### config.mk
export PLATFORM = sky130hd
export DESIGN_NAME = muldiv_sequencer_flat
export DESIGN_NICKNAME = d
export VERILOG_FILES = /design/src/rtl/muldiv_sequencer_if.sv /design/src/rtl/muldiv_sequencer.sv /design/src/flat_wrapper.sv
export SDC_FILE = /design/constraint.sdc
export NUM_CORES = 1
export LEC_CHECK = 0
export CAP_MARGIN = 30
export CORE_MARGIN = 8
export CORE_UTILIZATION = 41
export DETAILED_ROUTE_END_ITERATION = 8
export PLACE_DENSITY = 0.85
export SYNTH_ARGS = -nofsm -noshare
export SYNTH_HDL_FRONTEND = slang
export SYNTH_SLANG_ARGS = --single-unit
### constraint.sdc
create_clock -name clk -period 5.6 [get_ports clk]
set_clock_uncertainty 0.2 [all_clocks]
set_input_delay 0.84 -clock clk [delete_from_list [all_inputs] [get_ports clk]]
set_output_delay 0.84 -clock clk [all_outputs]
set_load 0.02 [all_outputs]
### src/rtl/muldiv_sequencer_if.sv
// EX-stage / multiply-engine signal bundle for muldiv_sequencer.
// master = EX stage plus engine side, slave = the sequencer.
interface muldiv_sequencer_if #(
    parameter int unsigned WIDTH = 32
);
    logic               op_valid;
    logic [2:0]         op;
    logic               flush;
    logic [WIDTH-1:0]   rs_val;
    logic [WIDTH-1:0]   rt_val;
    logic               stall;
    logic [WIDTH-1:0]   rd_data;
    logic               rd_valid;
    logic               eng_start;
    logic [WIDTH-1:0]   eng_a;
    logic [WIDTH-1:0]   eng_b;
    logic               eng_done;
    logic [2*WIDTH-1:0] eng_prod;
    logic [WIDTH-1:0]   hi;
    logic [WIDTH-1:0]   lo;
    logic               busy;
    logic               err;

    modport master (
        output op_valid, op, flush, rs_val, rt_val, eng_done, eng_prod,
        input  stall, rd_data, rd_valid, eng_start, eng_a, eng_b, hi, lo, busy, err
    );

    modport slave (
        input  op_valid, op, flush, rs_val, rt_val, eng_done, eng_prod,
        output stall, rd_data, rd_valid, eng_start, eng_a, eng_b, hi, lo, busy, err
    );
endinterface

### src/rtl/muldiv_sequencer.sv
// HI/LO owner and launch/wait controller for the shared iterative multiply engine.
// Stalls EX while a MULTU is in flight and abandons the engine after TIMEOUT WAIT cycles.
module muldiv_sequencer #(
    parameter int unsigned WIDTH   = 32,
    parameter int unsigned TIMEOUT = 40
) (
    input logic               clk,
    input logic               reset,
    muldiv_sequencer_if.slave bus
);
    localparam int unsigned CW = (TIMEOUT > 1) ? $clog2(TIMEOUT) : 1;

    typedef enum logic [1:0] {
        S_IDLE,
        S_START,
        S_WAIT
    } state_t;

    typedef enum logic [2:0] {
        OP_MULTU = 3'b001,
        OP_MFHI  = 3'b010,
        OP_MFLO  = 3'b011,
        OP_MTHI  = 3'b100,
        OP_MTLO  = 3'b101
    } op_t;

    state_t           state, state_n;
    logic [CW-1:0]    cnt;
    logic             eng_start, busy, err;
    logic [WIDTH-1:0] eng_a, eng_b, hi, lo;
    logic             live, is_mul, accept, commit, tmo;
    logic             stall, rd_valid;
    logic [WIDTH-1:0] rd_data;

    always_comb begin
        live     = bus.op_valid & ~bus.flush;
        is_mul   = (bus.op >= OP_MULTU) && (bus.op <= OP_MTLO);
        state_n  = state;
        accept   = 1'b0;
        commit   = 1'b0;
        tmo      = 1'b0;
        rd_valid = 1'b0;
        rd_data  = '0;
        stall    = live & is_mul & (state != S_IDLE);
        case (state)
            S_IDLE: begin
                if (live && bus.op == OP_MULTU) begin
                    accept  = 1'b1;
                    state_n = S_START;
                end
                if (live && bus.op == OP_MFHI) begin
                    rd_valid = 1'b1;
                    rd_data  = hi;
                end
                if (live && bus.op == OP_MFLO) begin
                    rd_valid = 1'b1;
                    rd_data  = lo;
                end
            end
            S_START: state_n = S_WAIT;
            S_WAIT: begin
                if (bus.eng_done) begin
                    commit  = 1'b1;
                    state_n = S_IDLE;
                end else if (cnt == CW'(TIMEOUT - 1)) begin
                    tmo     = 1'b1;
                    state_n = S_IDLE;
                end
            end
            default: state_n = S_IDLE;
        endcase
    end

    always_ff @(posedge clk or posedge reset) begin
        if (reset) begin
            state     <= S_IDLE;
            cnt       <= '0;
            eng_start <= 1'b0;
            eng_a     <= '0;
            eng_b     <= '0;
            hi        <= '0;
            lo        <= '0;
            busy      <= 1'b0;
            err       <= 1'b0;
        end else begin
            state     <= state_n;
            busy      <= (state_n != S_IDLE);
            eng_start <= accept;
            err       <= tmo;
            if (accept) begin
                eng_a <= bus.rs_val;
                eng_b <= bus.rt_val;
            end
            if (state == S_START)
                cnt <= '0;
            else if (state == S_WAIT && !bus.eng_done)
                cnt <= cnt + CW'(1);
            // Engine result wins over timeout; MTHI/MTLO only reach here from IDLE.
            if (commit) begin
                hi <= bus.eng_prod[2*WIDTH-1:WIDTH];
                lo <= bus.eng_prod[WIDTH-1:0];
            end else if (tmo) begin
                hi <= '0;
                lo <= '0;
            end else if (state == S_IDLE && live) begin
                if (bus.op == OP_MTHI) hi <= bus.rs_val;
                if (bus.op == OP_MTLO) lo <= bus.rs_val;
            end
        end
    end

    assign bus.stall     = stall;
    assign bus.rd_data   = rd_data;
    assign bus.rd_valid  = rd_valid;
    assign bus.eng_start = eng_start;
    assign bus.eng_a     = eng_a;
    assign bus.eng_b     = eng_b;
    assign bus.hi        = hi;
    assign bus.lo        = lo;
    assign bus.busy      = busy;
    assign bus.err       = err;
endmodule

### src/flat_wrapper.sv
// flat-port wrapper written by rule: the top's interface ports become plain ports
module muldiv_sequencer_flat 
#(
    parameter int unsigned WIDTH   = 32,
    parameter int unsigned TIMEOUT = 40
)
  (clk, reset, bus_op_valid, bus_op, bus_flush, bus_rs_val, bus_rt_val, bus_eng_done, bus_eng_prod, bus_stall, bus_rd_data, bus_rd_valid, bus_eng_start, bus_eng_a, bus_eng_b, bus_hi, bus_lo, bus_busy, bus_err);
  muldiv_sequencer_if #(.WIDTH(WIDTH)) bus_i ();
  input logic clk;
  input logic reset;
  input wire logic [$bits(bus_i.op_valid)-1:0] bus_op_valid;
  input wire logic [$bits(bus_i.op)-1:0] bus_op;
  input wire logic [$bits(bus_i.flush)-1:0] bus_flush;
  input wire logic [$bits(bus_i.rs_val)-1:0] bus_rs_val;
  input wire logic [$bits(bus_i.rt_val)-1:0] bus_rt_val;
  input wire logic [$bits(bus_i.eng_done)-1:0] bus_eng_done;
  input wire logic [$bits(bus_i.eng_prod)-1:0] bus_eng_prod;
  output wire logic [$bits(bus_i.stall)-1:0] bus_stall;
  output wire logic [$bits(bus_i.rd_data)-1:0] bus_rd_data;
  output wire logic [$bits(bus_i.rd_valid)-1:0] bus_rd_valid;
  output wire logic [$bits(bus_i.eng_start)-1:0] bus_eng_start;
  output wire logic [$bits(bus_i.eng_a)-1:0] bus_eng_a;
  output wire logic [$bits(bus_i.eng_b)-1:0] bus_eng_b;
  output wire logic [$bits(bus_i.hi)-1:0] bus_hi;
  output wire logic [$bits(bus_i.lo)-1:0] bus_lo;
  output wire logic [$bits(bus_i.busy)-1:0] bus_busy;
  output wire logic [$bits(bus_i.err)-1:0] bus_err;
  assign bus_i.op_valid = bus_op_valid;
  assign bus_i.op = bus_op;
  assign bus_i.flush = bus_flush;
  assign bus_i.rs_val = bus_rs_val;
  assign bus_i.rt_val = bus_rt_val;
  assign bus_i.eng_done = bus_eng_done;
  assign bus_i.eng_prod = bus_eng_prod;
  assign bus_stall = bus_i.stall;
  assign bus_rd_data = bus_i.rd_data;
  assign bus_rd_valid = bus_i.rd_valid;
  assign bus_eng_start = bus_i.eng_start;
  assign bus_eng_a = bus_i.eng_a;
  assign bus_eng_b = bus_i.eng_b;
  assign bus_hi = bus_i.hi;
  assign bus_lo = bus_i.lo;
  assign bus_busy = bus_i.busy;
  assign bus_err = bus_i.err;
  muldiv_sequencer #(.WIDTH(WIDTH), .TIMEOUT(TIMEOUT)) u_core (.clk(clk), .reset(reset), .bus(bus_i));
endmodule
==> flow_summary.toml <==
[die]
die-area_mm2 = 0.01998
core_mm2 = 0.01560
rows = 46
die_h_um = 141.3
initial_core_util = 0.4130
die_w_um = 141.3
io_pins = 301

[yosys]
synth_cell_type_count = 31
synth_top_area_share = 0.5400
synth_area_leaders = "dfrtp_1, nand2_1, mux2_2"
synth_compound_area_frac = 0.09790
yosys.area.top_type = "dfrtp_1"
syn_inst = 611
ys_seq_area_frac = 0.5400
synth_top_family_by_area = "multiplexers"
synth_nets = 748
yosys_warnings = 0
ys_seq_elements = 139
synthXorXnorAreaFrac = 0.004079
synth_mux_area_frac = 0.1616
netlist_area_mm2 = 0.006441
synth_area_per_cell_um2 = 10.54
synth-simple-area-share = 0.1566
synthAdderAreaFrac = 0.001943

[finish]
n_fill_cell = 1216
final_util = 0.6566
syn_to_final_growth_pct = 58.99
drive_gt1_frac = 0.1261
final_nets = 1036
antennaDiodeCount = 0

[timing]
hold_viol_final = 0
finalCritPeriodShare = 0.7112
grt_setup_unrepaired = "false"
worst_pin_slew_ns = 0.9036
finalCriticalPeriod_ns = 3.983
slew_headroom = 0.3976
drv_slew = 0
finalSetupTns_ns = 0
max_clock_freq_mhz = 251.1
finalSetupViolCount = 0

[critical_path]
worst-path-max-fanout = 32
crit_type = "in2out"
cp_data_required_time_ns = 4.56
endpoint_kind = "output pin"
cp-start-kind = "primary input"
arrival_ns = 2.94

[routing]
drt_wl_total_mm = 22.08
antenna_left = 0
via_per_inst = 5.078
wl_per_cell_um = 19.58
vias = 5728
drt-initial-drc-count = 278
drc = 0
drt_pre_antenna_iters = 4

[global_routing]
grt_pass1_vias = 6249
overflow = 0
grt_antenna_before_repair = 0
grt_usage = 0.2249
grt_max_degree = 68
grt_pass1_wl_mm = 34.99

[place]
dp_hpwl_mm = 15.87
gp_congestion = 0.8224
port_buffers = 300

[clock_tree]
clkSinkCount = 139
cts_made_buffers = 17
cts_tree = "built"
cts_max_level = 4
cts_root_buf = "clkbuf_16"
postCtsHoldBufs = 0
ctsLongestPathBuffers = 2
clock_latency_ns = 0.41
clk_pin_slew_ns = 0.06
cts_setup_buffers = 0
cts_resized = 0

[pwr]
vdd_ir_drop_max_uv = 218.7
power.leakage_nw = 4.781
powerDensity_mw_per_mm2 = 390.8
power_mw = 4.002

[min_path]
hold_class = "reg2reg"

[run]
cap_violations = 0

[outcome]
status = "completed"
==> cells in the final DEF (no fill, tap or decap), types with 4 or more instances in the layout <==
| master | Yosys | routed |
|---|---|---|
| dfrtp_1 | 139 | 139 |
| clkdlybuf4s50_1 | 0 | 299 |
| a22o_1 | 64 | 64 |
| nor2_1 | 39 | 39 |
| buf_4 | 0 | 9 |
| mux2i_1 | 32 | 32 |
| clkbuf_16 | 0 | 17 |
| bufinv_16 | 0 | 4 |
| nand2_1 | 198 | 198 |
| mux2_2 | 64 | 64 |
| o21ai_0 | 4 | 4 |
| inv_1 | 6 | 4 |
==> logic make-up after synthesis <==
logic type,count (synthesis)
simple gates,251
xor+xnor,3
flops,139
compound gates,74
fa+ha+maj,1
buf+inv,47
mux,96
==> critical path: stages <==
cell,delay [ns]
clkdlybuf4s50_1,0.49
nor4b_2,0.35
nand3b_1,0.18
buf_4,0.29
nor2_1,0.16
clkdlybuf4s50_1,0.62
==> final timing paths <==
| check | from | end | slack [ns] | depth (start not counted) |
|---|---|---|---|---|
| worst max-delay path | bus_op_valid | bus_rd_data[11] | 1.62 | 6 |
| worst min-delay path | u_core.bus.eng_a[31]$_DFFE_PP0P_ | u_core.bus.eng_a[31]$_DFFE_PP0P_ | 0.27 | 2 |
| worst max register to register | u_core.cnt[0]$_DFFE_PP0P_ | u_core.bus.hi[3]$_DFFE_PP0P_ | 2.39 | 5 |
| worst min register to register | u_core.bus.eng_a[31]$_DFFE_PP0P_ | u_core.bus.eng_a[31]$_DFFE_PP0P_ | 0.27 | 2 |
| max in group asynchronous | reset | u_core.bus.eng_a[18]$_DFFE_PP0P_ | 3.58 | 3 |
| min in group asynchronous | reset | u_core.bus.eng_b[14]$_DFFE_PP0P_ | 0.62 | 2 |
==> flip-flops by register name (all words and copies together), names as in the netlist <==
| register | flops |
|---|---|
| u_core.bus.busy | 1 |
| u_core.bus.eng_a | 32 |
| u_core.bus.eng_b | 32 |
| u_core.bus.eng_start | 1 |
| u_core.bus.err | 1 |
| u_core.bus.hi | 32 |
| u_core.bus.lo | 32 |
| u_core.cnt | 6 |
| u_core.state | 2 |
==> synthesized netlist by cell type (all sizes together) <==
| cell type | instances |
|---|---|
| a21o | 1 |
| a21oi | 1 |
| a22o | 64 |
| a31oi | 1 |
| and3 | 1 |
| and3b | 1 |
| buf | 22 |
| clkbuf | 19 |
| dfrtp | 139 |
| ha | 1 |
| inv | 6 |
| mux2 | 64 |
| mux2i | 32 |
| nand2 | 198 |
| nand2b | 2 |
| nand3 | 1 |
| nand3b | 2 |
| nand4 | 2 |
| nor2 | 39 |
| nor2b | 1 |
| nor3b | 1 |
| nor4b | 1 |
| nor4bb | 1 |
| o2111ai | 1 |
| o21a | 1 |
| o21ai | 5 |
| or3b | 1 |
| xor2 | 3 |
==> stage by stage <==
stage	hold slack (ns)	setup slack (ns)	cells	instance area, um^2
4_1_cts	0.2763	1.643	1128	10240
3_5_place_dp	0.2614	1.607	1096	9604
5_1_grt	0.2918	1.500	1128	10240
2_1_floorplan	0.2768	0.8355	611	6441
3_3_place_gp	0.2563	1.455	1095	9584
6_report	0.2730	1.617	1128	10240
==> power breakdown <==
group | total [mW] | switching (mW) | internal (mW)
clock network | 1.21 | 0.428 | 0.782
logic | 1.35 | 0.650 | 0.702
registers | 1.44 | 0.188 | 1.25
==> final cells by class <==
cell class	count	area (um^2)	area share
multi-input combinational	425	2743	0.2678
sequential	139	3478	0.3396
clock inverter	10	162.7	0.01588
clock buffer	22	474.2	0.04630
tap	216	270.3	0.02639
timing repair buffer	310	3085	0.3013
inverter	6	27.53	0.002688
==> routing by layer <==
metal | vias to the layer above | track usage | wire length (um) | share of wire
met5 | - | 0 | 0 | 0
met1 | 2800 | 0.2592 | 8866 | 0.40
met4 | 0 | 0.09276 | 600 | 0.027
met2 | 231 | 0.3738 | 10730 | 0.49
met3 | 42 | 0.08065 | 1887 | 0.085
li1 | 2655 | - | - | -
Power figures use the tool's default switching activity.
